===== src/rtl/fractal_sync_pkg.sv =====
`default_nettype none
// ============================================================================
//  Module      : fractal_sync_pkg
//  Description : Shared types for the fractal synchronization node. Holds the
//                source/destination mask enum, the illegal-mask constant and
//                the typedef macro used to build width-parameterized response
//                payloads in client modules.
//  Revision    : 1.0 - initial release
// ============================================================================

// Builds a response payload struct {lvl, id, err} from caller-supplied field
// types so that modules with their own LVL/ID widths can share one layout.
`ifndef FRACTAL_SYNC_TYPEDEF_RSP_T
`define FRACTAL_SYNC_TYPEDEF_RSP_T(rsp_t, lvl_t, id_t) \
    typedef struct packed {                            \
        lvl_t lvl;                                     \
        id_t  id;                                      \
        logic err;                                     \
    } rsp_t;
`endif

package fractal_sync_pkg;

    localparam int unsigned SD_WIDTH = 2;

    // Bit 0 selects the east/north child, bit 1 the west/south child.
    typedef enum logic [SD_WIDTH-1:0] {
        SD_EAST_NORTH = 2'b01,
        SD_WEST_SOUTH = 2'b10,
        SD_BOTH       = 2'b11
    } sd_e;

    // A mask with no destination bit set carries nowhere to deliver to.
    localparam sd_e SD_NONE = sd_e'(2'b00);

    localparam int unsigned DEFAULT_LVL_WIDTH = 4;
    localparam int unsigned DEFAULT_ID_WIDTH  = 8;

    `FRACTAL_SYNC_TYPEDEF_RSP_T(rsp_default_t, logic [DEFAULT_LVL_WIDTH-1:0], logic [DEFAULT_ID_WIDTH-1:0])

endpackage
`default_nettype wire


===== src/rtl/fractal_sync_rsp_fifo.sv =====
`default_nettype none
// ============================================================================
//  Module      : fractal_sync_rsp_fifo
//  Description : Pointer/count FIFO buffering downlink responses. Exposes the
//                head entry combinationally; full/empty come from the
//                registered count. DEPTH must be a power of two, >= 1.
//  Revision    : 1.0 - initial release
// ============================================================================
module fractal_sync_rsp_fifo #(
    parameter int unsigned DATA_WIDTH = 8,
    parameter int unsigned DEPTH      = 2
) (
    input  logic                  clk_i,
    input  logic                  rst_ni,
    input  logic                  push_i,
    input  logic [DATA_WIDTH-1:0] data_i,
    input  logic                  pop_i,
    output logic [DATA_WIDTH-1:0] data_o,
    output logic                  full_o,
    output logic                  empty_o
);

    localparam int unsigned PTR_WIDTH = (DEPTH > 1) ? $clog2(DEPTH) : 1;
    localparam int unsigned CNT_WIDTH = $clog2(DEPTH + 1);
    localparam logic [PTR_WIDTH-1:0] LAST_PTR = PTR_WIDTH'(DEPTH - 1);

    logic [DATA_WIDTH-1:0] mem_q [DEPTH];
    logic [PTR_WIDTH-1:0]  wptr_q;
    logic [PTR_WIDTH-1:0]  rptr_q;
    logic [CNT_WIDTH-1:0]  count_q;
    logic                  push_eff;
    logic                  pop_eff;

    // Pointers wrap explicitly so a depth of one keeps its pointer at zero.
    function automatic logic [PTR_WIDTH-1:0] next_ptr(input logic [PTR_WIDTH-1:0] ptr);
        return (ptr == LAST_PTR) ? '0 : ptr + 1'b1;
    endfunction

    assign full_o   = (count_q == CNT_WIDTH'(DEPTH));
    assign empty_o  = (count_q == '0);
    assign push_eff = push_i & ~full_o;
    assign pop_eff  = pop_i & ~empty_o;
    assign data_o   = mem_q[rptr_q];

    // Storage, pointers and occupancy; storage is cleared so idle payloads read zero.
    always_ff @(posedge clk_i or negedge rst_ni) begin
        if (!rst_ni) begin
            for (int i = 0; i < int'(DEPTH); i++) begin
                mem_q[i] <= '0;
            end
            wptr_q  <= '0;
            rptr_q  <= '0;
            count_q <= '0;
        end else begin
            if (push_eff) begin
                mem_q[wptr_q] <= data_i;
                wptr_q        <= next_ptr(wptr_q);
            end
            if (pop_eff) begin
                rptr_q <= next_ptr(rptr_q);
            end
            if (push_eff && !pop_eff) begin
                count_q <= count_q + 1'b1;
            end else if (pop_eff && !push_eff) begin
                count_q <= count_q - 1'b1;
            end
        end
    end

endmodule
`default_nettype wire


===== src/rtl/fractal_sync_rsp_splitter.sv =====
`default_nettype none
// ============================================================================
//  Module      : fractal_sync_rsp_splitter
//  Description : Downlink response splitter. Buffers parent responses and
//                delivers each to the east/north port, the west/south port or
//                both, with independent handshakes and in-order delivery.
//                Optional macro FRACTAL_SYNC_RSP_FALLTHROUGH_EN presents a
//                response arriving at an empty buffer in the same cycle.
//  Revision    : 1.0 - initial release
// ============================================================================
module fractal_sync_rsp_splitter
    import fractal_sync_pkg::*;
#(
    parameter int unsigned LVL_WIDTH  = 4,
    parameter int unsigned ID_WIDTH   = 8,
    parameter int unsigned FIFO_DEPTH = 2
) (
    input  logic                 clk_i,
    input  logic                 rst_ni,
    input  logic                 rsp_valid_i,
    output logic                 rsp_ready_o,
    input  logic [SD_WIDTH-1:0]  rsp_sd_i,
    input  logic [LVL_WIDTH-1:0] rsp_lvl_i,
    input  logic [ID_WIDTH-1:0]  rsp_id_i,
    input  logic                 rsp_err_i,
    output logic                 en_valid_o,
    input  logic                 en_ready_i,
    output logic [LVL_WIDTH-1:0] en_lvl_o,
    output logic [ID_WIDTH-1:0]  en_id_o,
    output logic                 en_err_o,
    output logic                 ws_valid_o,
    input  logic                 ws_ready_i,
    output logic [LVL_WIDTH-1:0] ws_lvl_o,
    output logic [ID_WIDTH-1:0]  ws_id_o,
    output logic                 ws_err_o,
    output logic                 illegal_sd_o
);

    typedef logic [LVL_WIDTH-1:0] lvl_t;
    typedef logic [ID_WIDTH-1:0]  id_t;
    `FRACTAL_SYNC_TYPEDEF_RSP_T(rsp_t, lvl_t, id_t)

    typedef struct packed {
        logic [SD_WIDTH-1:0] sd;
        rsp_t                payload;
    } entry_t;

    localparam int unsigned ENTRY_WIDTH = $bits(entry_t);

    entry_t                 in_entry;
    entry_t                 head_entry;
    entry_t                 src_entry;
    logic [ENTRY_WIDTH-1:0] fifo_rdata;
    logic                   fifo_push;
    logic                   fifo_pop;
    logic                   fifo_full;
    logic                   fifo_empty;
    logic                   accept;
    logic                   legal;
    logic                   src_valid;
    logic                   en_hs;
    logic                   ws_hs;
    logic                   en_done;
    logic                   ws_done;
    logic                   src_done;
    logic                   sent_en_q, sent_en_d;
    logic                   sent_ws_q, sent_ws_d;
    logic                   illegal_q, illegal_d;

    assign in_entry.sd          = rsp_sd_i;
    assign in_entry.payload.lvl = rsp_lvl_i;
    assign in_entry.payload.id  = rsp_id_i;
    assign in_entry.payload.err = rsp_err_i;
    assign head_entry           = entry_t'(fifo_rdata);

    // Ready is taken from registered occupancy only, never from a same-cycle pop.
    assign rsp_ready_o = ~fifo_full;
    assign accept      = rsp_valid_i & rsp_ready_o;
    assign legal       = (rsp_sd_i != SD_NONE);

`ifdef FRACTAL_SYNC_RSP_FALLTHROUGH_EN
    // An empty buffer lets the incoming response act as the head this cycle.
    assign src_entry = fifo_empty ? in_entry : head_entry;
    assign src_valid = fifo_empty ? (accept & legal) : 1'b1;
`else
    assign src_entry = head_entry;
    assign src_valid = ~fifo_empty;
`endif

    // A port is offered the head only while its destination bit is still owed.
    assign en_valid_o = src_valid & src_entry.sd[0] & ~sent_en_q;
    assign ws_valid_o = src_valid & src_entry.sd[1] & ~sent_ws_q;
    assign en_lvl_o   = src_entry.payload.lvl;
    assign en_id_o    = src_entry.payload.id;
    assign en_err_o   = src_entry.payload.err;
    assign ws_lvl_o   = src_entry.payload.lvl;
    assign ws_id_o    = src_entry.payload.id;
    assign ws_err_o   = src_entry.payload.err;

    assign en_hs    = en_valid_o & en_ready_i;
    assign ws_hs    = ws_valid_o & ws_ready_i;
    assign en_done  = ~src_entry.sd[0] | sent_en_q | en_hs;
    assign ws_done  = ~src_entry.sd[1] | sent_ws_q | ws_hs;
    assign src_done = src_valid & en_done & ws_done;

    assign fifo_pop = ~fifo_empty & src_done;
`ifdef FRACTAL_SYNC_RSP_FALLTHROUGH_EN
    // A response fully delivered while bypassing never needs to be stored.
    assign fifo_push = accept & legal & ~(fifo_empty & src_done);
`else
    assign fifo_push = accept & legal;
`endif

    // Sent flags accumulate handshakes and clear when the current entry retires.
    always_comb begin
        sent_en_d = sent_en_q | en_hs;
        sent_ws_d = sent_ws_q | ws_hs;
        illegal_d = accept & ~legal;
        if (src_done) begin
            sent_en_d = 1'b0;
            sent_ws_d = 1'b0;
        end
    end

    // Delivery bookkeeping and the registered illegal-mask pulse.
    always_ff @(posedge clk_i or negedge rst_ni) begin
        if (!rst_ni) begin
            sent_en_q <= 1'b0;
            sent_ws_q <= 1'b0;
            illegal_q <= 1'b0;
        end else begin
            sent_en_q <= sent_en_d;
            sent_ws_q <= sent_ws_d;
            illegal_q <= illegal_d;
        end
    end

    assign illegal_sd_o = illegal_q;

    fractal_sync_rsp_fifo #(
        .DATA_WIDTH (ENTRY_WIDTH),
        .DEPTH      (FIFO_DEPTH)
    ) u_fifo (
        .clk_i   (clk_i),
        .rst_ni  (rst_ni),
        .push_i  (fifo_push),
        .data_i  (in_entry),
        .pop_i   (fifo_pop),
        .data_o  (fifo_rdata),
        .full_o  (fifo_full),
        .empty_o (fifo_empty)
    );

endmodule
`default_nettype wire


===== config.mk =====
export PLATFORM = sky130hd
export DESIGN_NAME = fractal_sync_rsp_splitter
export DESIGN_NICKNAME = d
export VERILOG_FILES = /design/src/rtl/fractal_sync_pkg.sv /design/src/rtl/fractal_sync_rsp_fifo.sv /design/src/rtl/fractal_sync_rsp_splitter.sv
export SDC_FILE = /design/constraint.sdc
export NUM_CORES = 1
export LEC_CHECK = 0
export ABC_AREA = 1
export CAP_MARGIN = 0
export CORE_MARGIN = 8
export CORE_UTILIZATION = 35
export CTS_CLUSTER_SIZE = 12
export DETAILED_ROUTE_END_ITERATION = 8
export DONT_BUFFER_PORTS = 1
export GPL_TIMING_DRIVEN = 0
export PLACE_DENSITY = 0.59
export SYNTH_ARGS = -nofsm -noshare
export SYNTH_HDL_FRONTEND = slang
export SYNTH_HIERARCHICAL = 1
export SYNTH_SLANG_ARGS = --single-unit

===== constraint.sdc =====
create_clock -name clk_i -period 2.05 [get_ports clk_i]
set_clock_uncertainty 0.05 [all_clocks]
set_input_delay 0.41 -clock clk_i [delete_from_list [all_inputs] [get_ports clk_i]]
set_output_delay 0.41 -clock clk_i [all_outputs]
set_load 0.05 [all_outputs]

# == Yosys cells after proc, flatten, opt, wreduce, memory -nomap -nowiden ==
# Cells that the tools add are included.
# totals
reg_bits,37
latchBits,0
ramBits,0
rom_bits,0
input_bits,20
output_inout_bits,30
mem_count,0
# op_classes
n_addsub,4
n_mul,0
n_div,0
n_lt_le_gt_ge,3
eq_ne,1
shift,0
mux,12
bitwise_logic,29
reduce_logical,8
# ops
operator,count
$mux W15,4
$bwmux W30,1
$demux W15 S1,1
$and A1 B1 Y1,14
$not A1 Y1,7
$or A1 B1 Y1,6
$ge A2 B2 Y1 const B,2
$mux W1,4
$mux W2,2
$not A1 Y2,2
$reduce_bool A2 Y1,2
$logic_and A1 B1 Y1,3
$add A1 B1 Y1 const B,2
$add A2 B1 Y2 const B,1
$eq A2 B2 Y1 const B,1
$logic_not A1 Y1,2
$logic_not A2 Y1,1
$lt A2 B1 Y1 const B,1
$sub A2 B1 Y2 const B,1

# == Depth between registers and ports, before layout ==
# logic_depth
word_depth,15
ltp_mapped,15

# == Modules after synthesis ==
# Netlist, hierarchy kept.
# by_module_without_submodules
mod,n_inst,cells_per_inst,area_each_um2
fractal_sync_rsp_fifo,1,211,1689.1
fractal_sync_rsp_splitter,1,41,297.8

# == Worst setup path before layout ==
# No wires, ideal clock.
# synth_path
path_kind,register -> output
start,register u_fifo.rptr_q
end,output en_valid_o
arrival_ns,1.647
t_required_ns,1.590
slack_ns,-0.057
stages_incl_launch_ff,8
path_buffers,2
path_cell_list,dfrtp_1 buf_2 inv_1 buf_2 nand2_1 nand2_1 nand2_1 nor2_1
# synth_between
elab_chain_cells,6
# synth_lines
element,line,text
start: declaration,fractal_sync_rsp_fifo.sv:29,logic [PTR_WIDTH-1:0] rptr_q;
start signal: assignment,fractal_sync_rsp_fifo.sv:60,rptr_q <= next_ptr(rptr_q);
$not A1 Y2 (implied by the code),fractal_sync_rsp_fifo.sv:43,assign data_o = mem_q[rptr_q];
$mux W15 (implied by the code) (3 in a row),fractal_sync_rsp_fifo.sv:43,
net fifo_rdata[13],fractal_sync_rsp_splitter.sv:53,logic [ENTRY_WIDTH-1:0] fifo_rdata;
$and A1 B1 Y1 (2 in a row),fractal_sync_rsp_splitter.sv:91,assign en_valid_o = src_valid & src_entry.sd[0] & ~sent_en_q;
end: declaration,fractal_sync_rsp_splitter.sv:26,"output logic en_valid_o,"
# The timed path passes the listed nets, and every way through them passes these cells. The select of a mux whose other input is x is not followed.

# == Worst setup path in the final report ==
# layout_path
start,register u_fifo.rptr_q
end,output ws_id_o[6]
# layout_between
elab_chain_cells,4
# layout_lines
element,line,text
$not A1 Y2 (implied by the code),fractal_sync_rsp_fifo.sv:43,
$mux W15 (implied by the code) (3 in a row),fractal_sync_rsp_fifo.sv:43,
end: declaration,fractal_sync_rsp_splitter.sv:34,"output logic [ID_WIDTH-1:0] ws_id_o,"
# No other way between the ends. The select of a mux whose other input is x is not followed.

==> summary.txt <==
status -> finished clean
total gr overflow -> 0
Slew Viols, Final -> 0
crit start category -> register
chip height -> 91.35 um
fin area -> 2681 um^2
period utilization -> 99.56%
r2r worst-path depth -> 12
R2R Path End -> u_fifo/count_q[0]
mean post-synth cell area -> 7.885 um^2
Total Wirelength -> 5375 um
hold depth -> 1
top cell type's share of synthesized area -> 46.60%
met3 Track Usage GR -> 4.444%
fill count -> 534
# port buffers -> 0
largest cells by area after synthesis -> dfrtp_1, nand2_1, nand4_1
number of synthesized flops with an enable pin -> 0
ratio of cells with drive above 1 in the final layout -> 37.14%
Final Setup Violations -> 0
r2r setup slk -> 90 ps
critical path class -> register to output pin
IO Count -> 50
Core ar. -> 5507 um^2
site row count -> 27
Die Area -> 8344 um^2
Critical Path AT -> 1580 ps
area leader, netlist -> dfrtp_1
Clock Sinks -> 37
worst r2r src -> u_fifo/rptr_q
CTS Root Cell -> clkbuf_8
GR Util All Layers -> 12.93%
initial DRC count -> 77
post-synthesis to final-layout area growth -> 34.95%
# DRC -> 0
final cell count without fillers -> 352
DR WL/cell -> 15.27 um
most frequent cell after synthesis -> nand2_1
crit end category -> output pin
largest net degree at the start of global routing -> 38
ys async rst share -> 100.0%
worst slew pin tran -> 463.9 ps
grt peak-use layer -> met2
register area -> 928.4 um^2
drt first pass iters -> 4
DPL Wire Length -> 3589 um
worst hold path type -> input port to register
CP Max Fanout -> 6
TritonCTS clock tree -> done
Initial Util -> 36.08%
most frequent cells after synthesis -> nand2_1, dfrtp_1, nand4_1
GP Congestion -> 0.7500
initial antenna violation count -> 0
CTS clk-pin slew, worst paths -> 80 ps
flops & latches, synth -> 37
met2 Usage GRT -> 20.98%
Slew Limit Headroom -> 69.09%
maximum clock path buffer count -> 2
clock latency on the worst-skew pair -> 290 ps
hold path start -> rsp_sd_i[0]
WHS Endpoint -> illegal_sd_o
met1 Use GR -> 15.87%
area of the mapped netlist -> 1987 um^2
Placed Instances -> 324
multi-input logic area -> 1035 um^2
Period minus WS final -> 2041 ps
die width -> 91.35 um
Area after DPL -> 2079 um^2
number of max-cap violations -> 0
number of CTS-inserted buffers -> 5
Vias/cell -> 4.926
Primary FF master, synth -> dfrtp_1
vias post-DR -> 1,734
post-synth net total -> 273
Max Clk Rate -> 0.4899 GHz
global-route wire length before repair -> 8694 um
# H-tree levels -> 2
vias in the first global route -> 1,729
Hold Fails Final Rpt -> 0
# nets final -> 300
Post-Synthesis Cells -> 252
Yosys warnings -> 6
Worst EP required -> 1590 ps
RSZ-0062 raised after global routing -> true
register area share after synthesis -> 46.60%
Inserted Diodes -> 0
ANT nets after route -> 0
Synth cell types -> 22
## final cells by class
| type | instances | share of cell area, % |
|---|---|---|
| timing repair buffer | 20 | 6.580 |
| sequential | 37 | 34.62 |
| clock buffer | 5 | 2.566 |
| multi-input combinational | 169 | 38.59 |
| tap | 72 | 3.360 |
| inverter | 18 | 2.660 |
| clock inverter | 3 | 1.727 |
| buffer | 28 | 9.893 |
## critical path, stage by stage, from the launching register on
cell        delay, ps
dfrtp_1           340
buf_6             120
clkinvlp_4        150
buf_6             150
buf_6             140
nand2_2           110
nand2_8           110
buf_8             170
## metrics by stage
step	util [%]	hold slack [ps]	setup TNS, ps	worst slack [ps]
3_3_place_gp	37.76	65.88	-2476	-256.5
4_1_cts	44.60	113.3	-242.6	-69.96
3_5_place_dp	37.76	65.68	-2584	-272.7
2_1_floorplan	-	64.41	0	84.36
6_report	48.69	122.0	0	8.952
5_1_grt	48.69	106.3	-208.3	-45.34
## placed cells by master, fill, tap and decap left out, types with 2 or more instances in the layout
cell        count
buf_8           7
dfrtp_2         2
nand2_1        94
buf_2           3
nand4_1        31
dfrtp_1        35
buf_6           7
clkbuf_8        5
inv_2           8
inv_1           9
nor2_4          2
nand2_8         6
buf_4          26
clkbuf_2        2
nand3_4         2
clkinvlp_4      2
nor2_1          2
o21ai_2         3
nand2_2         7
nand3_2         3
nand2_4        13
## routing by layer
| metal | wire [um] | share of wire [%] |
|---|---|---|
| met1 | 2355 | 44 |
| met2 | 2577 | 48 |
| met3 | 415 | 7.7 |
| met4 | 26 | 0.48 |
| met5 | 0 | 0 |
## kinds of logic after synthesis
group | synth area share, %
AND/OR/NAND/NOR | 37.97
buffers and inverters | 13.22
flip-flops | 46.60
AO/OA/AOI/OAI | 1.133
XOR/XNOR | 0.4409
adder cells (fa/ha/maj) | 0.6296
## registers in the layout, indices dropped and copies added (netlist names)
signal,flops
u_fifo/rptr_q,1
u_fifo/count_q,2
u_fifo/wptr_q,1
sent_ws_q,1
u_fifo/mem_q,30
illegal_sd_o,1
sent_en_q,1
## repair_timing
action	4_1_cts	5_1_grt
pin swaps	5	11
hold endpoints to repair	37	0
setup endpoints to repair	28	25
gates resized for setup	47	42
hold buffers	2	0
cloned	1	0
buffers inserted	8	10
## worst max-delay path by stage
stage / from / endpoint / slack, ps / cells after the start
after floorplan: u_fifo/rptr_q / ws_err_o / 80 / 6
after global placement: u_fifo/rptr_q / u_fifo/count_q[1] / -260 / 14
after detailed placement: u_fifo/rptr_q / u_fifo/count_q[1] / -270 / 14
after CTS: u_fifo/rptr_q / u_fifo/count_q[1] / -70 / 15
after global routing: u_fifo/rptr_q / ws_id_o[6] / -50 / 7
final: u_fifo/rptr_q / ws_id_o[6] / 9 / 7
Power is left out: the tool's default activity adds up to more than one toggle a clock period on the data nets, which glitch-free logic cannot reach.
